File: src/rtl/id_branch_hazard_pkg.sv
// Shared ID-stage constants: opcodes, functs, PC-select encodings and decode record.
// Pure definitions; no logic, no latency, no flow control.
package id_branch_hazard_pkg;

  localparam logic [5:0] OP_RTYPE   = 6'b000000;
  localparam logic [5:0] OP_J       = 6'b000010;
  localparam logic [5:0] OP_JAL     = 6'b000011;
  localparam logic [5:0] OP_BEQ     = 6'b000100;
  localparam logic [5:0] OP_BNE     = 6'b000101;
  localparam logic [5:0] OP_LW      = 6'b100011;
  localparam logic [5:0] OP_SW      = 6'b101011;
  localparam logic [5:0] FUNCT_JR   = 6'b001000;
  localparam logic [5:0] FUNCT_JALR = 6'b001001;

  localparam logic [2:0] SEL_NONE   = 3'b000;
  localparam logic [2:0] SEL_BRANCH = 3'b100;
  localparam logic [2:0] SEL_JUMP   = 3'b010;
  localparam logic [2:0] SEL_JR     = 3'b001;

  localparam logic [4:0] REG_RA     = 5'd31;

  typedef struct packed {
    logic [4:0] dest;
    logic       use_rs;
    logic       use_rt;
    logic       is_beq;
    logic       is_bne;
    logic       is_jump;   // j or jal
    logic       is_jr;     // jr or jalr
    logic       mem_read;
  } dec_t;

  // Word offset of a branch, truncated to the 31 bits that take part in the add.
  function automatic logic [30:0] branch_offset(input logic [15:0] imm);
    return {{13{imm[15]}}, imm, 2'b00};
  endfunction

endpackage

File: src/rtl/id_decode.sv
// Instruction field decode for the ID stage: destination, source use, control-flow flags.
// Purely combinational, zero latency; no flow control.
// Backpressure: none, output follows the instruction fields directly.
module id_decode
  import id_branch_hazard_pkg::*;
(
  input  logic [5:0] op,
  input  logic [4:0] rs,
  input  logic [4:0] rt,
  input  logic [4:0] rd,
  input  logic [5:0] funct,
  output dec_t       dec
);

  logic is_r;
  logic two_src;

  assign is_r    = (op == OP_RTYPE);
  assign two_src = is_r || (op == OP_BEQ) || (op == OP_BNE) || (op == OP_SW);

  always_comb begin
    dec          = '0;
    dec.is_beq   = (op == OP_BEQ);
    dec.is_bne   = (op == OP_BNE);
    dec.is_jump  = (op == OP_J) || (op == OP_JAL);
    dec.is_jr    = is_r && ((funct == FUNCT_JR) || (funct == FUNCT_JALR));
    dec.mem_read = (op == OP_LW);

    if (is_r) begin
      dec.dest = (funct == FUNCT_JR) ? 5'd0 : rd;
    end else if (op == OP_JAL) begin
      dec.dest = REG_RA;
    end else if ((op[5:3] == 3'b001) || (op == OP_LW)) begin
      dec.dest = rt;
    end

    // $0 is hard-wired, so reading it can never create a dependency.
    dec.use_rs = !dec.is_jump && (rs != 5'd0);
    dec.use_rt = two_src && (rt != 5'd0);
  end

endmodule

File: src/rtl/id_branch_hazard.sv
// ID stage with branch resolution, load-use / branch-operand hazard stall and ID_EX register.
// Latency: 1 cycle IF_ID -> id_ex_*; stall holds IF via PC_IF_ID_Write=0 and inserts a bubble.
module id_branch_hazard
  import id_branch_hazard_pkg::*;
(
  input  logic        clk,
  input  logic        rst_n,
  input  logic [63:0] IF_ID,
  input  logic [31:0] rs_data,
  input  logic [31:0] rt_data,
  output logic [4:0]  rs_addr,
  output logic [4:0]  rt_addr,
  output logic        PC_IF_ID_Write,
  output logic [2:0]  select_PC_next,
  output logic [31:0] branch_target,
  output logic [31:0] jump_target,
  output logic [31:0] jr_target,
  output logic        id_ex_valid,
  output logic [31:0] id_ex_pc_plus4,
  output logic [31:0] id_ex_instr,
  output logic [31:0] id_ex_rs_data,
  output logic [31:0] id_ex_rt_data,
  output logic [4:0]  id_ex_dest,
  output logic        id_ex_mem_read,
  output logic        id_ex_reg_write
);

  logic [31:0] pc4;
  logic [31:0] instr;
  dec_t        dec;
  logic [4:0]  mem_load_dest;
  logic        is_branch;
  logic        rs_hazard;
  logic        rt_hazard;
  logic        stall;

  assign pc4     = IF_ID[63:32];
  assign instr   = IF_ID[31:0];
  assign rs_addr = instr[25:21];
  assign rt_addr = instr[20:16];

  id_decode u_decode (
    .op    (instr[31:26]),
    .rs    (instr[25:21]),
    .rt    (instr[20:16]),
    .rd    (instr[15:11]),
    .funct (instr[5:0]),
    .dec   (dec)
  );

  assign branch_target = {pc4[31], pc4[30:0] + branch_offset(instr[15:0])};
  assign jump_target   = {pc4[31:28], instr[25:0], 2'b00};
  assign jr_target     = rs_data;

  // Branches compare in ID, so they also wait on an ALU result still in EX
  // and on a load result one stage further down.
  assign is_branch = dec.is_beq || dec.is_bne || dec.is_jr;

  assign rs_hazard = dec.use_rs &&
                     (((rs_addr == id_ex_dest) && (id_ex_mem_read || (is_branch && id_ex_reg_write))) ||
                      (is_branch && (rs_addr == mem_load_dest)));
  assign rt_hazard = dec.use_rt &&
                     (((rt_addr == id_ex_dest) && (id_ex_mem_read || (is_branch && id_ex_reg_write))) ||
                      (is_branch && (rt_addr == mem_load_dest)));

  assign stall          = rs_hazard || rt_hazard;
  assign PC_IF_ID_Write = !stall;

  always_comb begin
    select_PC_next = SEL_NONE;
    if (!stall) begin
      if ((dec.is_beq && (rs_data == rt_data)) || (dec.is_bne && (rs_data != rt_data))) begin
        select_PC_next = SEL_BRANCH;
      end else if (dec.is_jump) begin
        select_PC_next = SEL_JUMP;
      end else if (dec.is_jr) begin
        select_PC_next = SEL_JR;
      end
    end
  end

  always_ff @(posedge clk or negedge rst_n) begin
    if (!rst_n) begin
      mem_load_dest   <= '0;
      id_ex_valid     <= 1'b0;
      id_ex_pc_plus4  <= '0;
      id_ex_instr     <= '0;
      id_ex_rs_data   <= '0;
      id_ex_rt_data   <= '0;
      id_ex_dest      <= '0;
      id_ex_mem_read  <= 1'b0;
      id_ex_reg_write <= 1'b0;
    end else begin
      mem_load_dest <= id_ex_mem_read ? id_ex_dest : 5'd0;
      if (stall) begin
        id_ex_valid     <= 1'b0;
        id_ex_pc_plus4  <= '0;
        id_ex_instr     <= '0;
        id_ex_rs_data   <= '0;
        id_ex_rt_data   <= '0;
        id_ex_dest      <= '0;
        id_ex_mem_read  <= 1'b0;
        id_ex_reg_write <= 1'b0;
      end else begin
        id_ex_valid     <= (IF_ID != 64'd0);
        id_ex_pc_plus4  <= pc4;
        id_ex_instr     <= instr;
        id_ex_rs_data   <= rs_data;
        id_ex_rt_data   <= rt_data;
        id_ex_dest      <= dec.dest;
        id_ex_mem_read  <= dec.mem_read;
        id_ex_reg_write <= (dec.dest != 5'd0);
      end
    end
  end

endmodule

File: config.mk
export PLATFORM = sky130hd
export DESIGN_NAME = id_branch_hazard
export DESIGN_NICKNAME = d
export VERILOG_FILES = /design/src/rtl/id_branch_hazard_pkg.sv /design/src/rtl/id_decode.sv /design/src/rtl/id_branch_hazard.sv
export SDC_FILE = /design/constraint.sdc
export NUM_CORES = 1
export LEC_CHECK = 0
export BUFFER_PORTS_ARGS = -buffer_cell sky130_fd_sc_hd__buf_2
export CAP_MARGIN = 40
export CORE_AREA = 4 4 144 146
export CTS_CLUSTER_SIZE = 8
export DETAILED_ROUTE_END_ITERATION = 10
export DIE_AREA = 0 0 148 150
export PLACE_DENSITY = 0.76
export SLEW_MARGIN = 30
export SYNTH_ARGS = -nofsm -noshare
export SYNTH_HDL_FRONTEND = slang
export SYNTH_SLANG_ARGS = --single-unit
File: constraint.sdc
create_clock -name clk -period 2.68 [get_ports clk]
set_clock_uncertainty 0.15 [all_clocks]
set_input_delay 0.134 -clock clk [delete_from_list [all_inputs] [get_ports clk]]
set_output_delay 0.134 -clock clk [all_outputs]
set_load 0.02 [all_outputs]
-- Word-level counts from Yosys, hierarchy flattened
Cells that the tools add are included.
W data, S select, Z words.
- word-level logic and storage cells: 74
- output and inout bits: 246
- bits of input ports: 130
- bits in registers: 141
- equal/unequal tests: 15
- muxes and demuxes: 17
- add/subtract/negate cells: 1
- reductions and logical operators: 32
- operators by type and width (kind ; count):
    $mux W32 ; 4
    $reduce_bool A64 Y1 ; 1
    $eq A32 B32 Y1 ; 1
    $ne A32 B32 Y1 ; 1
    $add A31 B31 Y31 ; 1
    $mux W5 ; 6
    $eq A5 B5 Y1 ; 4
    $reduce_bool A5 Y1 ; 3
    $logic_or A1 B1 Y1 ; 13
    $eq A6 B2 Y1 const B ; 2
    $eq A6 B3 Y1 const B ; 2
    $eq A6 B4 Y1 const B ; 2
    $eq A6 B6 Y1 const B ; 2
    $logic_and A1 B1 Y1 ; 12
    $logic_not A6 Y1 ; 1
    $mux W3 ; 2
    $mux W1 ; 4
    $eq A3 B1 Y1 const B ; 1
    $logic_not A1 Y1 ; 2
    $mux W2 ; 1

-- Logic depth before layout (Yosys ltp)
- depth in word-level cells: 11
- gate-level depth with buffers: 9
- gate-level depth less buffers: 9

-- Modules after synthesis
Synthesis repeated with hierarchy kept, for this count alone.
- cell total of the unflattened synthesis: 730
- area, all modules: 7649.8 um^2
- modules (own cells, without submodules) (module ; sequential area each (um^2) ; cells an instance ; instances ; area an instance (um^2)):
    id_branch_hazard ; 3528.4 ; 683 ; 1 ; 7343.3
    id_decode ; 0.0 ; 47 ; 1 ; 306.5

-- Worst setup path after synthesis
OpenSTA, ideal clock, no wires.
- path kind: input -> output
- start point: input port IF_ID[0]
- end point: output port branch_target[30]
- stages on the path: 9
- required time: 2.396 ns
- path buffers: 0
- arrival: 2.340 ns
- path slack: 0.056 ns
- path through: ha_1 > fa_1 > a211o_1 > a211oi_1 > o221a_2 > nand2_1 > a31oi_1 > o21ai_0 > xnor2_1
- word-level cells in the longest chain between the ends: 1
- ends and longest elaborated chain (item ; line ; RTL):
    start, declared ; id_branch_hazard.sv:8 ; input logic [63:0] IF_ID,
    $add A31 B31 Y31 ; id_branch_hazard.sv:51 ; assign branch_target = {pc4[31], pc4[30:0] + branch_offset(instr[15:0])};
    end, declared ; id_branch_hazard.sv:15 ; output logic [31:0] branch_target,
No other way between the ends.

-- Worst setup path in the final report
- start point: input port IF_ID[34]
- end point: output port branch_target[24]
Same word-level chain as after synthesis.

==> reports/qor.yml <==
placed_cell_area_mm2: 0.00926
synth_largest_area_cell: "dfrtp_1"
pre_cts_slack_ns: -0.232
fp.dieW_um: 148
clock_latency_ns: 0.41
power.density_mw_per_mm2: 565
cpPeakStageDelay_ns: 0.38
grt_overflow: 0
status: "completed"
pwr-share-seq_pct: 35.0
p_leak_nw: 5.53
worst-setup-path-type: "in2out"
finalWeightedCongestion: 0.940
p_comb_share_pct: 26.4
cp.depth: 12
cts-buffers-inserted: 17
timing.final.crit_share_pct: 99.9
cp_data_required_time_ns: 2.40
io_buffers: 373
htreeDepth: 4
fin_area_mm2: 0.0115
crit_arrival_ns: 2.39
core_mm2: 0.0194
holdCritPathClass: "in2reg"
synth_area_mm2: 0.00754
cts-root-buf: "clkbuf_16"
clock-sinks: 141
switchingPower_mw: 2.01
r2r-end: "id_ex_pc_plus4[28]"
min_period_ns: 2.68
reg2reg_from: "id_ex_dest[1]"
synth_ff_type: "dfrtp_1"
drt-initial-drc-count: 418
first_global_vias: 7413
startpoint_type: "primary input"
via_count: 7244
async_flop_share_pct: 100
slowest_stage: "fa_2"
netlist.area_leader.share_pct: 46.8
switching_share_pct: 30.9
fmax_mhz: 374
path_delay_family: "compound AO/OA/AOI/OAI gates"
worst_pin_slew_ns: 0.605
peakVddDrop_v: 0.000292
dr.pass1.iters: 4
setup_ws_ns: 0.00371
cp_common_cell: "buf_4"
rsz0062_at_grt: "yes"
clock_path_buffers: 2
ant_nets: 0
drc: 0
p_clk_share_pct: 38.7
ioPinCount: 376
tns_ns: 0
die_area_mm2: 0.0222
hold_path_depth: 3
synthDistinctLibCells: 49
grt_pass1_wl_um: 41200
finalWirelength_um: 27800
synth_cells: 718
path_buf_inv: 3
synthToLayoutAreaGrowth_pct: 52.4
grtUsageTotal_pct: 23.7
drive_gt1_share_pct: 40.6
routedWlPerCell_um: 19.0
initial_core_util_pct: 38.9
reg2reg_slack_ns: 0.12
clkSlewWorstSetupHoldPaths_ns: 0.06
final_util_pct: 59.3
worstRegToRegCells: 11
synth-edff-count: 0
syn_area_per_cell_um2: 10.5
cts_tree: "yes"
yosys_warnings: 0
p_int_mw: 4.49
critPathMaxFanout: 3
grt_antenna_before_repair: 1
critPathLaunch: "IF_ID[34]"
synth.area.top_cells: "dfrtp_1 (47%), and2_1 (12%), buf_4 (7.7%)"
synth-seq-cells: 141
nets: 1346
total_power_mw: 6.49
relSlewSlack_pct: 59.7
grt_max_degree: 81
end_kind: "output port"
row_count: 51
crit_path_end: "branch_target[24]"
setup_viol: 0
seq_area_frac_synth_pct: 46.8
die_y_um: 150
slew_viol_final: 0
hpwlAfterDp_um: 18800
maxCapViolCount: 0
path_cells: "buf_8 -> ha_4 -> fa_2 -> a211o_1 -> buf_4 -> a21oi_4 -> o31ai_2 -> o21ai_1 -> o211ai_1 -> a21boi_1 -> xnor2_1 -> buf_4"
n_fill_cell: 1587
hold_viol_final: 0
via_per_inst: 4.94
## through the flow
step	hold WS [ns]	cells
finish	0.0529	1466
floorplan	-0.312	719
detailed placement	0.00912	1291
global placement	0.00471	1291
global route	0.0251	1466
CTS	0.00481	1452
## state kept, by name, summed over array words and instances (netlist names)
name	flops
id_ex_rs_data	32
id_ex_reg_write	1
mem_load_dest	5
id_ex_instr	32
id_ex_mem_read	1
id_ex_valid	1
id_ex_pc_plus4	32
id_ex_rt_data	32
id_ex_dest	5
## placed cells by master, fill, tap and decap left out, types with 6 or more instances in the layout
master,instances
dlygate4sd3_1,127
buf_4,53
nand3_1,9
nand4_1,9
clkbuf_16,17
xnor2_1,32
nor4_1,19
and2_1,139
ha_1,21
buf_2,359
a21o_1,8
a21oi_1,30
o21ai_1,7
a22oi_1,6
o21ai_0,13
nand2_1,43
o211ai_1,6
nor2_1,14
xor2_1,49
dfrtp_1,140
## timing repair
action | in CTS | in global routing
endpoints found under the setup margin | 6 | 15
hold buffers | 127 | 0
cloned | 0 | 1
pin swaps | 8 | 18
gates resized for setup | 9 | 51
hold endpoints to repair | 190 | 0
buffers inserted | 2 | 13
## cell type report
| cell class | count | area (um^2) | area share, % |
|---|---|---|---|
| Sequential cell | 141 | 3530 | 30.7 |
| Inverter | 4 | 15.0 | 0.131 |
| Tap cell | 265 | 332 | 2.88 |
| Clock inverter | 13 | 178 | 1.55 |
| Clock buffer | 19 | 453 | 3.94 |
| Antenna cell | 1 | 2.50 | 0.0218 |
| Timing Repair Buffer | 546 | 3570 | 31.0 |
| Multi-Input combinational cell | 477 | 3420 | 29.8 |
## tightest hold or removal path: stages
cell and delay (ns):
buf_2 0.13, buf_4 0.18, and2_1 0.14
## per-layer routing
layer  GRT usage [%]  up-vias  wire (um)
met5               0        -          0
met3            4.97       79       2080
met4            10.4        0       1040
li1                -     3294          -
met2            42.5      381      14500
met1            27.3     3490      10200
## synthesized netlist by cell type (all sizes together) (2+ instances only)
cell type / n
a211o: 4
a211oi: 5
a21boi: 2
a21o: 8
a21oi: 34
a22oi: 6
and2: 139
and3b: 2
and4: 2
buf: 91
clkbuf: 7
dfrtp: 141
ha: 28
inv: 4
nand2: 44
nand3: 9
nand4: 9
nor2: 16
nor2b: 2
nor3: 3
nor4: 22
o211ai: 6
o21a: 5
o21ai: 21
o31a: 3
or2: 2
or3: 3
or4: 2
xnor2: 33
xor2: 49
## how the worst min path moves through the flow
stage | from | end | slack [ns]
finish | IF_ID[13] | id_ex_instr[13] | 0.05
global route | IF_ID[13] | id_ex_instr[13] | 0.03
CTS | IF_ID[13] | id_ex_instr[13] | 0.005
detailed placement | rst_n | id_ex_instr[13] | 0.009
global placement | rst_n | id_ex_instr[14] | 0.005
floorplan | rst_n | id_ex_dest[0] | -0.31
## cells by family (layout without fill, tap and decap cells)
logic type | Yosys count | in the layout | share of synthesized area, %
fa+ha+maj | 29 | 29 | 4.91
compound gates | 104 | 105 | 8.77
mux | 1 | 1 | 0.149
simple gates | 258 | 258 | 19.5
other cells | 1 | 3 | 0.0497
flops | 141 | 141 | 46.8
buf+inv | 102 | 582 | 10.3
xor+xnor | 82 | 82 | 9.52
## power groups by stage
| stage | Sequential [mW] | Combinational [mW] | Clock [mW] |
|---|---|---|---|
| 2_1_floorplan | 2.45 | 0.745 | 0 |
| 3_3_place_gp | 2.30 | 1.43 | 0 |
| 3_5_place_dp | 2.31 | 1.45 | 0 |
| 4_1_cts | 2.27 | 1.62 | 2.54 |
| 5_1_grt | 2.28 | 1.83 | 2.64 |
| 6_report | 2.27 | 1.71 | 2.51 |
(Power assumes the default switching activity.)
